$ cat config.mk
export PLATFORM = sky130hd
export DESIGN_NAME = dmac_reg_bank_mc
export DESIGN_NICKNAME = d
export VERILOG_FILES = /design/src/rtl/dmac_pkg.sv /design/src/rtl/dmac_ch_regs.sv /design/src/rtl/dmac_reg_bank_mc.sv
export SDC_FILE = /design/constraint.sdc
export NUM_CORES = 1
export LEC_CHECK = 0
export CAP_MARGIN = 40
export CORE_UTILIZATION = 35
export DETAILED_ROUTE_END_ITERATION = 10
export HOLD_SLACK_MARGIN = 0.02
export PLACE_DENSITY_LB_ADDON = 0.25
export SLEW_MARGIN = 20
export SYNTH_ARGS = -nofsm -noshare
export SYNTH_HDL_FRONTEND = slang
export SYNTH_SLANG_ARGS = --single-unit
$ cat constraint.sdc
create_clock -name r_HCLK -period 3.1 [get_ports r_HCLK]
set_input_delay 0.62 -clock r_HCLK [delete_from_list [all_inputs] [get_ports r_HCLK]]
set_output_delay 0.62 -clock r_HCLK [all_outputs]
set_load 0.01 [all_outputs]
$ cat src/rtl/dmac_pkg.sv
// Register map offsets and field positions shared by the DMA controller register bank.
package dmac_pkg;

  localparam logic [11:0] CFG       = 12'h030;
  localparam logic [11:0] INT_STAT  = 12'h000;
  localparam logic [11:0] INT_CLR   = 12'h008;
  localparam logic [11:0] CH_BASE   = 12'h100;
  localparam logic [11:0] CH_STRIDE = 12'h020;

  localparam logic [11:0] SRC  = 12'h000;
  localparam logic [11:0] DST  = 12'h004;
  localparam logic [11:0] CTRL = 12'h00C;
  localparam logic [11:0] CCFG = 12'h010;

  localparam int GCFG_EN_BIT   = 0;
  localparam int CCFG_EN_BIT   = 0;
  localparam int CCFG_MASK_BIT = 1;
  localparam int CCFG_PEND_BIT = 2;
  localparam int CTRL_TS_LSB   = 0;
  localparam int CTRL_BS_LSB   = 12;

  function automatic logic [11:0] ch_reg_addr(input int unsigned ch, input logic [11:0] off);
    return CH_BASE + 12'(ch) * CH_STRIDE + off;
  endfunction

endpackage

$ cat src/rtl/dmac_ch_regs.sv
// One channel's programmable registers (Src/Dst/Ctrl/Cfg) with write decode,
// W1C pend clearing and slave-over-engine collision handling.
module dmac_ch_regs
  import dmac_pkg::*;
#(
  parameter int CH_IDX = 0,
  parameter int TS_W   = 12,
  parameter int BS_W   = 3
) (
  input  logic            r_HCLK,
  input  logic            r_HRESETn,
  input  logic [11:0]     haddr,
  input  logic [31:0]     wdata,
  input  logic            write_en,
  input  logic            ch_dis,
  input  logic            set_intr,
  output logic [31:0]     src,
  output logic [31:0]     dst,
  output logic [TS_W-1:0] ts,
  output logic [BS_W-1:0] bs,
  output logic            en,
  output logic            mask,
  output logic            pend,
  output logic [31:0]     rdata
);

  localparam logic [11:0] A_SRC  = ch_reg_addr(CH_IDX, SRC);
  localparam logic [11:0] A_DST  = ch_reg_addr(CH_IDX, DST);
  localparam logic [11:0] A_CTRL = ch_reg_addr(CH_IDX, CTRL);
  localparam logic [11:0] A_CCFG = ch_reg_addr(CH_IDX, CCFG);

  logic wr_src, wr_dst, wr_ctrl, wr_cfg, clr_pend;

  assign wr_src   = write_en && (haddr == A_SRC);
  assign wr_dst   = write_en && (haddr == A_DST);
  assign wr_ctrl  = write_en && (haddr == A_CTRL);
  assign wr_cfg   = write_en && (haddr == A_CCFG);
  assign clr_pend = write_en && (haddr == INT_CLR) && wdata[CH_IDX];

  always_ff @(posedge r_HCLK or negedge r_HRESETn) begin
    if (!r_HRESETn) begin
      src  <= '0;
      dst  <= '0;
      ts   <= '0;
      bs   <= '0;
      en   <= 1'b0;
      mask <= 1'b0;
      pend <= 1'b0;
    end else begin
      if (wr_src)  src <= wdata;
      if (wr_dst)  dst <= wdata;
      if (wr_ctrl) begin
        ts <= wdata[CTRL_TS_LSB +: TS_W];
        bs <= wdata[CTRL_BS_LSB +: BS_W];
      end
      // A slave Cfg write replaces the whole word, so engine updates that cycle are lost.
      if (wr_cfg) begin
        en   <= wdata[CCFG_EN_BIT];
        mask <= wdata[CCFG_MASK_BIT];
        pend <= wdata[CCFG_PEND_BIT];
      end else begin
        if (ch_dis) en <= 1'b0;
        if (set_intr)      pend <= 1'b1;
        else if (clr_pend) pend <= 1'b0;
      end
    end
  end

  always_comb begin
    rdata = '0;
    case (haddr)
      A_SRC:  rdata = src;
      A_DST:  rdata = dst;
      A_CTRL: begin
        rdata[CTRL_TS_LSB +: TS_W] = ts;
        rdata[CTRL_BS_LSB +: BS_W] = bs;
      end
      A_CCFG: begin
        rdata[CCFG_EN_BIT]   = en;
        rdata[CCFG_MASK_BIT] = mask;
        rdata[CCFG_PEND_BIT] = pend;
      end
      default: rdata = '0;
    endcase
  end

endmodule

$ cat src/rtl/dmac_reg_bank_mc.sv
// Multi-channel DMA register bank: global regs, per-channel banks, live engine
// copies of the active channel, slave read-back and the DMACINTR output.
module dmac_reg_bank_mc
  import dmac_pkg::*;
#(
  parameter int NUM_CH    = 2,
  parameter int TS_W      = 12,
  parameter int BS_W      = 3,
  parameter int BUF_DEPTH = 4,
  localparam int CH_W  = (NUM_CH > 1) ? $clog2(NUM_CH) : 1,
  localparam int IDX_W = $clog2(BUF_DEPTH)
) (
  input  logic              r_HCLK,
  input  logic              r_HRESETn,
  input  logic [31:0]       r_HADDR,
  input  logic [31:0]       r_HWDATA,
  output logic [31:0]       r_HRDATA,
  input  logic              load_ahb_addr,
  input  logic              write_out_reg,
  input  logic              read_out_reg,
  input  logic [CH_W-1:0]   ch_sel,
  input  logic              load_ch_addr,
  input  logic              src_addr_inc,
  input  logic              dest_addr_inc,
  input  logic              src_burst_zero,
  input  logic              dest_burst_zero,
  input  logic              ts_dec,
  input  logic              buf_idx_inc,
  input  logic              buf_zero,
  input  logic              ch_dis,
  input  logic              set_intr,
  input  logic              m_HGRANT,
  output logic              sync_grant,
  output logic [NUM_CH-1:0] ch_enable,
  output logic [31:0]       src_addr_m,
  output logic [31:0]       dest_addr_m,
  output logic [TS_W-1:0]   ts_cur,
  output logic              ts_zero,
  output logic [BS_W-1:0]   bs_cur,
  output logic [BS_W:0]     src_burst_cnt,
  output logic [BS_W:0]     dest_burst_cnt,
  output logic              burst_last,
  output logic [IDX_W-1:0]  buf_idx,
  output logic              DMACINTR
);

  localparam int CNT_W = BS_W + 1;

  logic [11:0]       haddr_q;
  logic              global_en;
  logic [NUM_CH-1:0] sel, en_r, mask_r, pend_r;
  logic [31:0]       src_r    [NUM_CH];
  logic [31:0]       dst_r    [NUM_CH];
  logic [TS_W-1:0]   ts_r     [NUM_CH];
  logic [BS_W-1:0]   bs_r     [NUM_CH];
  logic [31:0]       ch_rdata [NUM_CH];

  // Only the low 12 address bits select a register.
  logic unused_haddr_hi;
  assign unused_haddr_hi = ^r_HADDR[31:12];

  for (genvar ch = 0; ch < NUM_CH; ch++) begin : g_ch
    assign sel[ch] = (ch_sel == CH_W'(ch));

    dmac_ch_regs #(
      .CH_IDX (ch),
      .TS_W   (TS_W),
      .BS_W   (BS_W)
    ) u_ch_regs (
      .r_HCLK    (r_HCLK),
      .r_HRESETn (r_HRESETn),
      .haddr     (haddr_q),
      .wdata     (r_HWDATA),
      .write_en  (write_out_reg),
      .ch_dis    (ch_dis && sel[ch]),
      .set_intr  (set_intr && sel[ch]),
      .src       (src_r[ch]),
      .dst       (dst_r[ch]),
      .ts        (ts_r[ch]),
      .bs        (bs_r[ch]),
      .en        (en_r[ch]),
      .mask      (mask_r[ch]),
      .pend      (pend_r[ch]),
      .rdata     (ch_rdata[ch])
    );
  end

  // NOTE: state is updated with non-blocking assignments so every flop samples
  // pre-edge values regardless of statement order.
  always_ff @(posedge r_HCLK or negedge r_HRESETn) begin
    if (!r_HRESETn) begin
      haddr_q    <= '0;
      global_en  <= 1'b0;
      sync_grant <= 1'b0;
    end else begin
      if (load_ahb_addr) haddr_q <= r_HADDR[11:0];
      if (write_out_reg && (haddr_q == CFG)) global_en <= r_HWDATA[GCFG_EN_BIT];
      sync_grant <= m_HGRANT;
    end
  end

  logic [31:0]     sel_src, sel_dst;
  logic [TS_W-1:0] sel_ts;
  logic [BS_W-1:0] sel_bs;

  // NOTE: every always_comb output gets a default first so no path can infer a latch.
  always_comb begin
    sel_src = '0;
    sel_dst = '0;
    sel_ts  = '0;
    sel_bs  = '0;
    for (int i = 0; i < NUM_CH; i++) begin
      if (sel[i]) begin
        sel_src = src_r[i];
        sel_dst = dst_r[i];
        sel_ts  = ts_r[i];
        sel_bs  = bs_r[i];
      end
    end
  end

  logic [TS_W-1:0] ts_next;
  assign ts_next = (ts_cur > TS_W'(4)) ? ts_cur - TS_W'(4) : '0;

  always_ff @(posedge r_HCLK or negedge r_HRESETn) begin
    if (!r_HRESETn) begin
      src_addr_m     <= '0;
      dest_addr_m    <= '0;
      ts_cur         <= '0;
      bs_cur         <= '0;
      src_burst_cnt  <= '0;
      dest_burst_cnt <= '0;
    end else if (load_ch_addr) begin
      src_addr_m     <= {sel_src[31:2], 2'b00};
      dest_addr_m    <= {sel_dst[31:2], 2'b00};
      ts_cur         <= sel_ts;
      bs_cur         <= sel_bs;
      src_burst_cnt  <= '0;
      dest_burst_cnt <= '0;
    end else begin
      if (src_addr_inc)  src_addr_m  <= src_addr_m + 32'd4;
      if (dest_addr_inc) dest_addr_m <= dest_addr_m + 32'd4;
      if (src_burst_zero)    src_burst_cnt <= '0;
      else if (src_addr_inc) src_burst_cnt <= src_burst_cnt + CNT_W'(1);
      if (dest_burst_zero)    dest_burst_cnt <= '0;
      else if (dest_addr_inc) dest_burst_cnt <= dest_burst_cnt + CNT_W'(1);
      if (ts_dec) ts_cur <= ts_next;
    end
  end

  always_ff @(posedge r_HCLK or negedge r_HRESETn) begin
    if (!r_HRESETn) begin
      buf_idx <= '0;
    end else if (buf_zero) begin
      buf_idx <= '0;
    end else if (buf_idx_inc) begin
      buf_idx <= (buf_idx == IDX_W'(BUF_DEPTH - 1)) ? '0 : buf_idx + IDX_W'(1);
    end
  end

  assign ts_zero    = (ts_cur == '0);
  assign burst_last = ({{(32-CNT_W){1'b0}}, dest_burst_cnt} == ((32'd1 << bs_cur) - 32'd1));
  assign ch_enable  = en_r & {NUM_CH{global_en}};
  assign DMACINTR   = |(pend_r & mask_r);

  always_comb begin
    r_HRDATA = '0;
    if (read_out_reg) begin
      if (haddr_q == INT_STAT) r_HRDATA[NUM_CH-1:0] = pend_r;
      else if (haddr_q == CFG) r_HRDATA[GCFG_EN_BIT] = global_en;
      for (int i = 0; i < NUM_CH; i++) r_HRDATA = r_HRDATA | ch_rdata[i];
    end
  end

endmodule

Yosys cells after proc, flatten, opt, wreduce, memory -nomap -nowiden
Cells that the tools add are included.
{"block": "totals", "regBits": 267, "input_bits": 81, "out_inout_bits": 127, "word_cells": 121}
{"block": "op_classes", "add_sub_neg": 7, "order_cmp": 1, "eq_ne": 12, "shift": 1, "muxes": 42, "n_bitwise": 5, "reduce_logical": 29}
{"operator": "$mux 32", "n": 7}
{"operator": "$eq 12x9->1 const B", "n": 8}
{"operator": "$pmux 12 s3", "n": 2}
{"operator": "$pmux 17 s2", "n": 2}
{"operator": "$add 32x3->32 const B", "n": 2}
{"operator": "$mux 12", "n": 4}
{"operator": "$eq 4x32->1", "n": 1}
{"operator": "$or 2x32->32", "n": 1}
{"operator": "$or 32x32->32", "n": 1}
{"operator": "$shl 1x3->32 const A", "n": 1}
{"operator": "$sub 32x1->32 const B", "n": 1}
{"operator": "$logic_not 12->1", "n": 2}
{"operator": "$mux 4", "n": 6}
{"operator": "$pmux 3 s4", "n": 2}
{"operator": "$logic_and 1x1->1", "n": 16}
{"operator": "$mux 1", "n": 15}
{"operator": "$eq 12x4->1 const B", "n": 1}
{"operator": "$eq 12x6->1 const B", "n": 1}
{"operator": "$gt 12x3->1 const B", "n": 1}
{"operator": "$reduce_bool 2->1", "n": 6}
{"operator": "$reduce_bool 3->1", "n": 4}
{"operator": "$sub 12x3->12 const B", "n": 1}
{"operator": "$add 4x1->4 const B", "n": 2}
{"operator": "$mux 2", "n": 3}
{"operator": "other kinds (6)", "n": 7}

Longest topological paths before layout
{"block": "depth", "ltp_word": 7, "ltp_mapped": 9, "mapped_depth_nobuf": 8}

Hierarchy
Synthesis repeated with hierarchy kept, for this count alone.
{"block": "hier_totals", "cells_unflattened": 1295, "area_unflattened_um2": 14395.1}
{"mod": "dmac_reg_bank_mc", "instances": 1, "cells_per_inst": 728, "area_each_um2": 6638.9, "seq_area_each_um2": 2477.4}
{"mod": "dmac_ch_regs (g_ch[1].u_ch_regs)", "instances": 1, "cells_per_inst": 302, "area_each_um2": 3952.5, "seq_area_each_um2": 2052.0}
{"mod": "dmac_ch_regs (g_ch[0].u_ch_regs)", "instances": 1, "cells_per_inst": 265, "area_each_um2": 3803.6, "seq_area_each_um2": 2052.0}

Worst setup path before layout
OpenSTA, ideal clock, no wires.
{"block": "synth_timing", "path_type": "register -> output", "from": "register haddr_q[9]", "to": "output r_HRDATA[21]", "arrival_time_ns": 2.122, "required_ns": 2.480, "slack_ns": 0.358, "stages_incl_launch_ff": 8, "path_buffers": 2, "path_cell_list": "dfrtp_1 -> or4b_2 -> nor2_1 -> and3_1 -> clkbuf_1 -> buf_2 -> a221oi_1 -> nor2_1"}
{"block": "synth_between", "elab_chain_cells": 5, "word_cells_on_any_way": 9, "cone_classes": "eq/ne: 4; mux: 3; bitwise: 2"}
{"item": "start, declared", "line": "dmac_reg_bank_mc.sv:49", "text": "logic [11:0] haddr_q;"}
{"item": "start signal, assigned", "line": "dmac_reg_bank_mc.sv:96", "text": "if (load_ahb_addr) haddr_q <= r_HADDR[11:0];"}
{"item": "$eq 12x9->1", "line": "dmac_ch_regs.sv:71", "text": "case (haddr)"}
{"item": "$pmux 17 s2", "line": "dmac_ch_regs.sv:71"}
{"item": "$or 2x32->32", "line": "dmac_reg_bank_mc.sv:171", "text": "for (int i = 0; i < NUM_CH; i++) r_HRDATA = r_HRDATA | ch_rdata[i];"}
{"item": "$or 32x32->32 *", "line": "dmac_reg_bank_mc.sv:171"}
{"item": "$mux 32 *", "line": "dmac_reg_bank_mc.sv:168", "text": "if (read_out_reg) begin"}
{"item": "end, declared", "line": "dmac_reg_bank_mc.sv:17", "text": "output logic [31:0] r_HRDATA,"}
Every way passes the cells marked *; elsewhere a longest branch is shown, timed or not.

Worst setup path after layout
{"block": "layout_timing", "from": "register haddr_q[11]", "to": "output r_HRDATA[12]"}
{"block": "layout_between", "elab_chain_cells": 5, "word_cells_on_any_way": 11, "cone_classes": "eq/ne: 6; mux: 3; bitwise: 2"}
{"item": "$eq 12x9->1", "line": "dmac_ch_regs.sv:71"}
{"item": "$pmux 12 s3", "line": "dmac_ch_regs.sv:71"}
{"item": "$or 2x32->32", "line": "dmac_reg_bank_mc.sv:171"}
{"item": "$or 32x32->32 *", "line": "dmac_reg_bank_mc.sv:171"}
{"item": "$mux 32 *", "line": "dmac_reg_bank_mc.sv:168"}
Marked as above.

==> flow_summary.yaml <==
run_status:
  status: "finished with violations"
  violations: "negative setup slack"
power:
  p_comb_share_pct: 10.6
  power_leakage_nw: 8.08
  seqPwrFrac_pct: 43.1
  clkPwrFrac_pct: 46.3
  swShare_pct: 24.7
  ir_drop_mv: 0.404
  switching_power_mw: 2.06
  p_int_mw: 6.30
  power_density_nw_per_um2: 466
logic_synthesis:
  synth_area_per_cell_sq_um: 11.3
  ys_ff_latch: 263
  async_flop_share_pct: 100
  synth_flop_cell: "dfrtp_1"
  synth_edf_count: 0
  syn_inst: 1212
  synthesis.area_sq_um: 13600
  ys_seq_area_share_pct: 48.2
  synth_cell_types: 58
  ys.warnings.count: 0
job:
  cap_violations: 0
setup_path:
  cp.arrival_ps: 2550
  reg2reg_to: "ts_cur[7]"
  slowest_stage: "or4b_4"
  cp_max_fo: 6
  slowest_delay_ps: 590
  crit_type: "reg -> out"
  path_cells: "or4b_4 > nor2_4 > buf_6 > nand3_4 > buf_6 > o22ai_2 > o21a_1 > buf_2"
  r2r_start: "ts_cur[8]"
  worstPathRequired_ps: 2480
  cp-start-kind: "flip-flop"
  rr_worst_depth: 6
  rrSetupSlack_ps: 660
  cp_top_family: "simple AND/OR/NAND/NOR gates"
  crit_path_start: "haddr_q[11]"
  critical_path.most_common_cell: "buf_6"
  path_buf_inv: 3
  endpoint_kind: "output pin"
floorplanning:
  rows: 71
  ios: 208
  die_w_um: 199
  fp.coreArea_sq_um: 38000
  start_util_pct: 35.9
  die_area_sq_um: 39800
  die_h_um: 199
timing:
  hold_viol: 0
  rsz0062_at_grt: "true"
  maxSlewViolCount: 0
  fin_ws_ps: -70.6
  setup_viol: 9
  tns_ps: -406
  fin_crit_ps: 3170
  fin_crit_sh_pct: 102
  relSlewSlack_pct: 46.4
  fin_skew_ps: 23.7
  fmax_mhz: 315
  tightest_slew_ps: 804
worst_hold_path:
  hold_depth: 2
  hold-path-endpoint: "dest_addr_m[26]"
  hp-start: "load_ch_addr"
  holdCritPathClass: "in -> reg"
clocking:
  htree_levels: 1
  clockRootBuffer: "clkbuf_16"
  clkTransAtPathRegs_ps: 60
  cts_buffer_depth: 3
  cts_tree: "built"
  cts_buffers: 31
  cts.sinks: 263
  clk_latency_ps: 570
placed_design:
  placed_area_sq_um: 16500
  pre_cts_slack_ps: -81.1
  place.gp.congestion: 0.882
  portBuffers: 183
  dp_hpwl_mm: 29.1
global_route:
  grt_max_degree: 74
  grt_pass1_wl_mm: 62.9
  antenna_found_initial: 5
  grt_usage_pct: 20.9
  grt_overflow: 0
  first_global_vias: 10500
finish:
  final_area_sq_um: 18000
  area_growth_pct: 31.6
  fin_nets: 1531
  drive_above_1_share_pct: 27.7
detailed_routing:
  drtIter0Drc: 511
  drtPass1Iterations: 5
  wl_per_cell_um: 21.1
  vias: 10600
  postRouteAntennaNets: 0
  drc: 0
  viasPerCell: 5.38
  wl_mm: 41.8
==> how the worst max path moves through the flow <==
stage                              end  cells past startpoint  slack [ps]
after floorplan           r_HRDATA[21]                      7         360
after global placement    r_HRDATA[16]                      7         -70
after detailed placement  r_HRDATA[16]                      7         -80
after CTS                  r_HRDATA[8]                      9        -150
after global routing       r_HRDATA[6]                      9        -160
final                     r_HRDATA[12]                      8         -70
==> Yosys cell counts (5+ instances only) <==
master | count | share of area, %
o21a_1 | 9 | 0.50
nand3_1 | 28 | 1.0
dfrtp_1 | 263 | 48
mux2i_1 | 131 | 9.6
mux2_2 | 171 | 14
buf_1 | 13 | 0.36
o21ai_0 | 34 | 1.2
a31oi_1 | 11 | 0.50
a2bb2oi_1 | 5 | 0.32
nor4_1 | 9 | 0.41
xor2_1 | 41 | 2.6
inv_1 | 16 | 0.44
nor2b_1 | 10 | 0.46
nor3_1 | 21 | 0.77
or3_1 | 7 | 0.32
clkbuf_1 | 49 | 1.3
xnor2_1 | 18 | 1.2
nand2_1 | 63 | 1.7
buf_2 | 10 | 0.37
a22oi_1 | 27 | 1.5
nor2_1 | 88 | 2.4
a221oi_1 | 18 | 1.2
and3_1 | 15 | 0.69
o22ai_1 | 13 | 0.60
a21oi_1 | 29 | 1.1
a211oi_1 | 12 | 0.66
ha_1 | 10 | 0.92
nand4_1 | 34 | 1.6
==> logic make-up (layout without fill, tap and decap cells) <==
family          count (synthesis)  count (layout)  synth area share [%]
buf+inv                        93             343                  2.76
xor+xnor                       59              59                  3.79
simple gates                  302             302                  11.0
other cells                     1               5                0.0275
flops                         263             263                  48.2
mux                           306             306                  24.4
fa+ha+maj                      10              10                 0.917
compound gates                178             178                  8.87
==> cell usage in the layout, fill, tap and decap left out, types with 5 or more instances in the layout <==
cell type / count
dfrtp_1: 262
bufinv_16: 5
nor3_1: 18
or3_1: 6
o21a_1: 9
a31oi_1: 9
a211oi_1: 10
and3_1: 13
nand4_1: 34
clkinv_2: 6
clkbuf_1: 7
inv_1: 16
o21ai_0: 34
buf_12: 13
o22ai_1: 6
a22oi_1: 27
mux2i_1: 131
xnor2_1: 18
xor2_1: 41
ha_1: 9
a221oi_2: 17
nor2b_1: 10
clkbuf_8: 5
a21oi_1: 28
nand2_1: 61
nand3_1: 27
clkbuf_16: 32
buf_2: 31
nor4_1: 6
o22ai_2: 6
mux2_2: 171
buf_6: 7
buf_4: 62
nor2_1: 84
clkdlybuf4s50_1: 146
==> power groups by stage <==
stage,sequential (mW),clock [mW],combinational [mW]
2_1_floorplan,3.67,0,0.376
3_3_place_gp,3.66,0,0.842
3_5_place_dp,3.66,0,0.851
4_1_cts,3.60,3.95,0.881
5_1_grt,3.62,4.09,0.961
6_report,3.61,3.87,0.885
==> registers in the layout, summed over array words and instances, names as in the netlist, 3 cells and up <==
name / flops
src_burst_cnt: 4
dest_burst_cnt: 4
src_addr_m: 30
g_ch.u_ch_regs.ts: 24
dest_addr_m: 30
g_ch.u_ch_regs.bs: 6
g_ch.u_ch_regs.dst: 64
haddr_q: 12
ts_cur: 12
g_ch.u_ch_regs.src: 64
bs_cur: 3
==> per-layer routing <==
layer / up-vias / wire [um] / global-route usage (%)
met5: - / 61 / 0
met4: 8 / 861 / 4.89
met3: 58 / 2720 / 3.95
met2: 290 / 19300 / 33.2
met1: 5362 / 18800 / 29.2
li1: 4913 / - / -
==> through the flow <==
| stage | hold WS (ps) | cells | util (%) | power [mW] |
|---|---|---|---|---|
| after floorplan | 324 | 1215 | - | 4.05 |
| after global placement | 463 | 1901 | 43.3 | 4.50 |
| after detailed placement | 477 | 1901 | 43.3 | 4.51 |
| after CTS | 307 | 1973 | 46.8 | 8.43 |
| after global routing | 321 | 1976 | 47.2 | 8.67 |
| final | 330 | 1977 | 47.2 | 8.36 |
==> timing repair <==
action | 4_1_cts | 5_1_grt
gates resized for setup | 176 | 31
cloned | 2 | 1
hold endpoints to repair | 46 | 0
hold buffers | 1 | 0
pin swaps | 28 | 33
endpoints found under the setup margin | 34 | 34
buffers inserted | 11 | 2
==> area by class of cell <==
| class | count | area (sq um) |
|---|---|---|
| Antenna cell | 1 | 2.50 |
| Timing Repair Buffer | 268 | 2550 |
| Multi-Input combinational cell | 859 | 7040 |
| Sequential cell | 263 | 6580 |
| Inverter | 17 | 63.8 |
| Fill cell | 3573 | 20100 |
| Clock inverter | 15 | 213 |
| Tap cell | 511 | 639 |
| Clock buffer | 43 | 871 |
No activity file was read; power rests on OpenSTA's default activity.
